### src/rtl/qm_writeback_pkg.sv
// Shared types and constants for the q3kmips writeback stage.
package qm_writeback_pkg;

  typedef enum logic {
    QM_WB_IDLE = 1'b0,
    QM_WB_WAIT = 1'b1
  } qm_wb_state_e;

  localparam logic       QM_WSRC_MEM = 1'b1;
  localparam logic [4:0] QM_REG_ZERO = 5'd0;

  // A load is an instruction that writes the register file from memory data.
  // A store also selects the memory source but never writes, so it is not a load.
  function automatic logic is_load(input logic reg_write, input logic wsrc);
    return reg_write && (wsrc == QM_WSRC_MEM);
  endfunction

  // Register $zero is hardwired; a write to it must never be strobed.
  function automatic logic wb_allowed(input logic [4:0] wa);
    return wa != QM_REG_ZERO;
  endfunction

endpackage

### src/rtl/qm_writeback.sv
// Writeback stage: registered MEM/WB boundary, load wait with timeout, and the
// register-file write port driven back to decode.
//
// state      | meaning
// -----------+--------------------------------------------------------------
// QM_WB_IDLE | accepting MEM-stage instructions, no load outstanding
// QM_WB_WAIT | load outstanding; stalling upstream until data or timeout
module qm_writeback
  import qm_writeback_pkg::*;
#(
  parameter int TIMEOUT_CYCLES = 255,
  parameter int TW             = 8
) (
  input  logic        sys_clk,
  input  logic        sys_rst,
  input  logic        di_Valid,
  input  logic [31:0] di_ALUResult,
  input  logic [4:0]  di_WriteReg,
  input  logic        ci_RegWrite,
  input  logic        ci_RegWSource,
  input  logic [31:0] di_MemRData,
  input  logic        di_MemRValid,
  output logic [4:0]  do_WA,
  output logic        do_WE,
  output logic [31:0] do_WD,
  output logic        co_Stall,
  output logic        co_LoadTimeout
);

  qm_wb_state_e  state_q, state_d;
  logic [TW-1:0] cnt_q, cnt_d;
  logic [4:0]    lreg_q, lreg_d;
  logic [4:0]    wa_q, wa_d;
  logic [31:0]   wd_q, wd_d;
  logic          we_q, we_d;
  logic          to_q, to_d;

  // Next-state logic: accept in IDLE, wait for the load response or give up.
  always_comb begin
    state_d = state_q;
    cnt_d   = cnt_q;
    lreg_d  = lreg_q;
    wa_d    = wa_q;
    wd_d    = wd_q;
    we_d    = 1'b0;
    to_d    = 1'b0;
    case (state_q)
      QM_WB_IDLE: begin
        if (di_Valid) begin
          if (is_load(ci_RegWrite, ci_RegWSource)) begin
            lreg_d  = di_WriteReg;
            cnt_d   = '0;
            state_d = QM_WB_WAIT;
          end else if (ci_RegWrite) begin
            // Stores and non-writing ops leave WA/WD holding the last write.
            wa_d = di_WriteReg;
            wd_d = di_ALUResult;
            we_d = wb_allowed(di_WriteReg);
          end
        end
      end
      QM_WB_WAIT: begin
        // Data arriving on the final timeout cycle still completes the load.
        if (di_MemRValid) begin
          wa_d    = lreg_q;
          wd_d    = di_MemRData;
          we_d    = wb_allowed(lreg_q);
          state_d = QM_WB_IDLE;
        end else if (cnt_q == TW'(TIMEOUT_CYCLES - 1)) begin
          to_d    = 1'b1;
          state_d = QM_WB_IDLE;
        end else begin
          cnt_d = cnt_q + 1'b1;
        end
      end
      default: state_d = QM_WB_IDLE;
    endcase
  end

  // State, MEM/WB registers and timeout counter, with synchronous reset.
  always_ff @(posedge sys_clk) begin
    if (sys_rst) begin
      state_q <= QM_WB_IDLE;
      cnt_q   <= '0;
      lreg_q  <= '0;
      wa_q    <= '0;
      wd_q    <= '0;
      we_q    <= 1'b0;
      to_q    <= 1'b0;
    end else begin
      state_q <= state_d;
      cnt_q   <= cnt_d;
      lreg_q  <= lreg_d;
      wa_q    <= wa_d;
      wd_q    <= wd_d;
      we_q    <= we_d;
      to_q    <= to_d;
    end
  end

  assign co_Stall       = (state_q == QM_WB_WAIT);
  assign do_WA          = wa_q;
  assign do_WE          = we_q;
  assign do_WD          = wd_q;
  assign co_LoadTimeout = to_q;

endmodule

### config.mk
export PLATFORM = sky130hd
export DESIGN_NAME = qm_writeback
export DESIGN_NICKNAME = d
export VERILOG_FILES = /design/src/rtl/qm_writeback_pkg.sv /design/src/rtl/qm_writeback.sv
export SDC_FILE = /design/constraint.sdc
export NUM_CORES = 1
export LEC_CHECK = 0
export BUFFER_PORTS_ARGS = -buffer_cell sky130_fd_sc_hd__buf_2
export CAP_MARGIN = 20
export CORE_MARGIN = 5
export CORE_UTILIZATION = 41
export CTS_CLUSTER_DIAMETER = 120
export DETAILED_ROUTE_END_ITERATION = 7
export PLACE_DENSITY_LB_ADDON = 0.05
export SYNTH_ARGS = -nofsm -noshare
export SYNTH_HDL_FRONTEND = slang
export SYNTH_SLANG_ARGS = --single-unit
### constraint.sdc
create_clock -name sys_clk -period 1.5 [get_ports sys_clk]
set_clock_uncertainty 0.1 [all_clocks]
set_input_delay 0.15 -clock sys_clk [delete_from_list [all_inputs] [get_ports sys_clk]]
set_output_delay 0.15 -clock sys_clk [all_outputs]
set_load 0.01 [all_outputs]
Word-level counts from Yosys, hierarchy flattened
Cells that the tools add are included.
{"block": "totals", "in_bits": 75, "output_inout_bits": 40, "wordCells": 50, "register_bits": 53}
{"block": "op_classes", "n_mux": 26, "n_eq_ne": 8, "reduce_logical": 7, "n_addsub": 1, "bitwise": 1}
{"op": "2-to-1 mux 32 bit", "count": 4}
{"op": "one-hot mux 32 bit (2 select lines)", "count": 1}
{"op": "2-to-1 mux 8 bit", "count": 4}
{"op": "2-to-1 mux 5 bit", "count": 4}
{"op": "one-hot mux 8 bit (2 select lines)", "count": 1}
{"op": "!= test 2 bit, second input constant", "count": 7}
{"op": "one-hot mux 5 bit (2 select lines)", "count": 1}
{"op": "nonzero test 5 bit", "count": 2}
{"op": "2-to-1 mux 1 bit", "count": 9}
{"op": "adder 8 x 1 -> 8 bit, second input constant", "count": 1}
{"op": "== test 8 bit, second input constant", "count": 1}
{"op": "AND reduction 4 bit", "count": 2}
{"op": "one-hot mux 1 bit (2 select lines)", "count": 2}
{"op": "AND reduction 3 bit", "count": 1}
{"op": "OR reduction 3 bit", "count": 1}
{"op": "logical AND 1 bit", "count": 1}
{"op": "NOT 1 bit", "count": 1}

Depth between registers and ports, before layout
{"block": "depth", "ltp_word": 5, "ltp_mapped": 7, "ltp_nobuf": 6}

Least setup slack after synthesis
OpenSTA, ideal clock, no wires.
{"block": "synth_timing", "path_kind": "reg-to-reg", "from": "register state_q (netlist: co_Stall)", "to": "register cnt_q[6]", "n_path_buf": 3, "arrival_ns": 1.578, "setup_ns": 0.086, "setup_slack_ns": -0.264, "required_ns": 1.314, "period_less_slack_ns": 1.764, "stages_incl_launch_ff": 8, "cell_sequence": "dfxtp_1 buf_6 and4b_1 buf_6 o22ai_2 buf_6 or3_1 a221oi_2"}
{"block": "synth_via", "elab_chain_cells": 3, "word_cells_on_any_way": 7, "classes_between": "eq/ne (4); mux (1); bitwise (1); reduce/logical (1)"}
{"element": "start, declared", "line": "qm_writeback.sv:30", "rtl": "qm_wb_state_e state_q, state_d;"}
{"element": "start signal, assigned", "line": "qm_writeback.sv:91", "rtl": "state_q <= state_d;"}
{"element": "NOT 1 bit (no line)"}
{"element": "!= test 2 bit (no line)"}
{"element": "AND reduction 4 bit (no line)"}
{"element": "end signal, assigned", "line": "qm_writeback.sv:92", "rtl": "cnt_q <= cnt_d;"}
{"element": "end, declared", "line": "qm_writeback.sv:31", "rtl": "logic [TW-1:0] cnt_q, cnt_d;"}
Parallel ways exist; a longest one is shown, timed or not.
A chain may end at the register's enable or synchronous reset.

Final worst setup path
{"block": "layout_timing", "from": "register state_q (netlist: co_Stall)", "to": "register cnt_q[1]"}
The elaborated chain is that of the path after synthesis.

==> summary.md <==
| Metric | Value |
|---|---|
| Number of buffers between clock root and the deepest sink | `2` |
| Logic pwr share | `0.192` |
| Die span in y | `86.5 um` |
| Fmax | `613 MHz` |
| Top FF cell, synth | `dfxtp_1` |
| Worst Slack Setup Final | `-131 ps` |
| Via count of the first global-routing pass | `2371` |
| Period Utilization, post-route | `1.09` |
| HPWL Detailed | `4330 um` |
| Switching power as a share of total power | `0.243` |
| Final Core Density | `0.667` |
| Clock transition at the registers of the reported paths | `90 ps` |
| Fraction of synthesized cell area in xor and xnor cells | `0` |
| Detailed Routing Iterations Pass 1 | `4` |
| Global routing usage on met2 | `0.317` |
| Layout area overhead | `55.8%` |
| Min-Delay Startpoint | `di_WriteReg[0]` |
| Multiplexer share of the synthesized area | `0.154` |
| Post-synthesis share of cell area spent on and, or, nand and nor gates | `0.153` |
| Pwr per Cell Area | `approximately 870 mW/mm2` |
| Max-cap check violation count | `0` |
| Leakage power summed over all cells | `around 1.6 nW` |
| GRT Total Usage | `0.174` |
| Worst EP required | `1640 ps` |
| TritonCTS Sinks | `53` |
| Number of warnings issued by yosys | `0` |
| Routability Congestion | `0.775` |
| Post-synthesis share of cell area spent on full adders, half adders and majority gates | `0.0104` |
| Final critical path time including I/O delays and setup | `roughly 1600 ps` |
| Diode insertion count for antenna repair | `0` |
| Worst rel slew slack | `0.710` |
| Core region area | `0.00561 mm2` |
| Die ar. | `about 0.0075 mm2` |
| Count of antenna-violating nets left after detailed routing | `0` |
| Result of the run | `finished with violations` |
| Fill cell count | `496` |
| Share of total power in the clock network | `0.345` |
| Final-report setup violation count | `18` |
| Cells on Worst Hold Path | `3` |
| Synth Area in Compound Gates | `0.187` |
| Count of buffers from port buffering | `114` |
| Unrepaired setup endpoints after global routing | `true` |
| Worst R2R Start | `co_Stall$_SDFF_PP0_` |
| Total negative slack | `-679 ps` |
| Placement Rows | `27` |
| Type of element launching the critical path | `flip-flop` |
| Crit path capture type | `flip-flop` |
| Worst-Margin Slew | `435 ps` |
| Number of cells on the worst reg-to-reg path | `5` |
| Internal power contribution | `roughly 2.5 mW` |
| Largest net degree at the start of global routing | `37` |
| Dominant combinational cell family by area after synthesis | `compound AO/OA/AOI/OAI gates` |
| Worst-path fanout max | `5` |
| Number of antenna violations at the first check in global routing | `0` |
| CTS tree | `built` |
| Vias | `2421` |
| Share of flip-flops with an asynchronous set or reset | `0` |
| Met3 Use GR | `0.0418` |
| Initial Util | `0.428` |
| Global-route wire length before repair | `10500 um` |
| Syn Inst Count | `261` |
| Number of distinct standard cells referenced by the synthesized netlist | `33` |
| Worst hold path type | `primary input to flip-flop` |
| Number of ports placed on the die boundary | `115` |
| Fraction of final layout cells sized beyond drive strength 1 | `0.458` |
| Post-synth EDFFs | `0` |
| Synthesized netlist net count | `338` |
| Root buffer selected by CTS | `clkbuf_8` |
| Wire length reported by the detailed router | `7180 um` |
| Die X | `86.5 um` |
| Global route total overflow | `0` |
| Avg Cell Area, Syn | `roughly 9.2 um2` |
| Largest stage delay on the critical path | `370 ps` |
| Max stage delay cell, worst path | `or3b_4` |
| Drt drc | `0` |
| Routed via count divided by cell count | `around 5.0` |
| Share of power burned in registers | `0.463` |
| Share of the yosys chip area belonging to registers | `0.442` |
| Flip-flop and latch count after synthesis | `53` |
| Top Usage Layer GRT | `met2` |
| Sequence of cells on the critical path | `and4b_2 > o22ai_2 > buf_4 > or3b_4 > a21oi_2` |
| Max Slew Vio Count | `0` |
| Sw Pwr | `0.797 mW` |
| Clk_lat worst skew | `300 ps` |
| Cell area after technology mapping | `around 0.0024 mm2` |
| M1 GR Usage | `0.204` |
| Critical path data arrival time | `1770 ps` |
| Number of DRC markers in iteration 0 | `63` |
| Total Nets Final | `484` |
| Number of buffers inserted during clock tree synthesis | `5` |
| Failing checks | `setup timing` |
| Startpoint of the most critical setup path | `co_Stall$_SDFF_PP0_` |
| Peak ir drop on the vdd network | `0.514 mV` |
| Worst setup path category | `flip-flop to flip-flop` |
| Maximum level of the CTS H-tree | `2` |
| Detail-routed net length per standard cell | `around 15 um` |
| Total count of hold-check failures in the final report | `0` |
[per-layer routing]
metal,wire length (um),part of all wire
met1,3120,0.44
met2,3480,0.48
met4,71,0.0099
met5,0,0
met3,506,0.071
[cells in the final DEF, fill, tap and decap left out, drive strengths merged]
master,Yosys,layout
o21a,1,1
nand3b,1,1
nor4,1,1
o31ai,2,2
nand3,2,2
o221ai,1,1
a21oi,12,12
or3,3,3
nor2,38,38
nor3,1,1
or3b,1,1
bufinv,0,2
bufbuf,0,1
a221oi,1,1
clkinv,0,1
nand4b,1,1
mux2i,37,37
clkbuf,11,10
nand4,2,2
a211oi,38,38
nand2b,2,2
ha,2,2
or2,1,1
o21bai,1,1
o21ai,4,4
dlygate4sd3,0,4
or4,4,4
o22ai,1,1
and4b,1,1
nor2b,2,2
buf,11,151
o32ai,2,2
inv,4,4
dfxtp,53,53
nand2,20,20
[cells in the mapped netlist (2+ instances only)]
library cell,number,share of area
a211oi_1,38,0.12
buf_6,3,0.014
or4_1,4,0.013
dfxtp_1,53,0.44
o31ai_1,2,0.0063
nor2_1,38,0.059
buf_2,7,0.015
or3_1,3,0.0078
a21oi_1,12,0.025
o32ai_1,2,0.0073
nand3_1,2,0.0042
clkbuf_1,11,0.017
nand4_1,2,0.0052
ha_1,2,0.010
inv_1,4,0.0063
nand2_1,20,0.031
nand2b_1,2,0.0052
o21ai_0,4,0.0083
nor2b_1,2,0.0052
mux2i_1,37,0.15
[path summary, 6_finish.rpt]
kind,to,slack [ps]
worst max register to register,cnt_q[1]$_SDFFE_PP0P_,-130
worst min register to register,lreg_q[3]$_SDFFE_PP0P_,380
worst min-delay path,lreg_q[0]$_SDFFE_PP0P_,60
worst max-delay path,cnt_q[1]$_SDFFE_PP0P_,-130
[layout make-up]
| cell class | instances | area, um2 | area share |
|---|---|---|---|
| inverters | 4 | 15.0 | 0.00401 |
| multi-input cells | 182 | 1290 | 0.344 |
| clock buffers | 5 | 68.8 | 0.0184 |
| clock inverters | 3 | 65.1 | 0.0174 |
| flip-flops and latches | 53 | 1070 | 0.285 |
| repair buffers | 161 | 1150 | 0.306 |
| well taps | 72 | 90.1 | 0.0241 |
[worst max-delay path: cells and delay by family, from the launching register on]
kind                   cells  cell delay, ps
AND/OR/NAND/NOR            2             690
flip-flops                 1             350
buffers and inverters      1             160
AO/OA/AOI/OAI              2             270
[per-stage QoR]
step                setup WS, ps  cell area [um2]  instances  hold slack, ps  power, mW
floorplan                   -247             2420        261             186       1.83
global placement           -90.8             3210        453             314       2.05
detailed placement          -127             3210        453             315       2.06
CTS                         -123             3530        472            2.25       3.25
global route                -183             3740        480            62.6       3.42
finish                      -131             3740        480            55.6       3.27
[kinds of logic (layout without fill, tap and decap cells)]
logic type	Yosys count	after routing
DFF	53	53
and+or+nand+nor	80	80
AOI/OAI and AO/OA	63	63
adders and majority gates	2	2
muxes	37	37
buffers and inverters	26	173
[timing repair]
action | in CTS | in global routing
pin swaps | 20 | 15
setup endpoints to repair | 37 | 47
buffers inserted | 4 | 3
gates cloned | 3 | 5
hold endpoints to repair | 4 | 0
gates resized for setup | 13 | 14
hold buffers | 4 | 0
[registers in the layout, indices dropped and copies added, names as in the netlist]
name and flops:
co_Stall 1, do_WE 1, lreg_q 5, cnt_q 8
co_LoadTimeout 1, do_WD 32, do_WA 5
[power by group through the flow]
stage | Combinational (mW) | Sequential (mW) | Clock (mW)
finish | 0.627 | 1.52 | 1.13
global route | 0.683 | 1.53 | 1.21
CTS | 0.570 | 1.52 | 1.16
detailed placement | 0.508 | 1.55 | 0
global placement | 0.504 | 1.55 | 0
floorplan | 0.241 | 1.58 | 0
(Power assumes the default switching activity.)
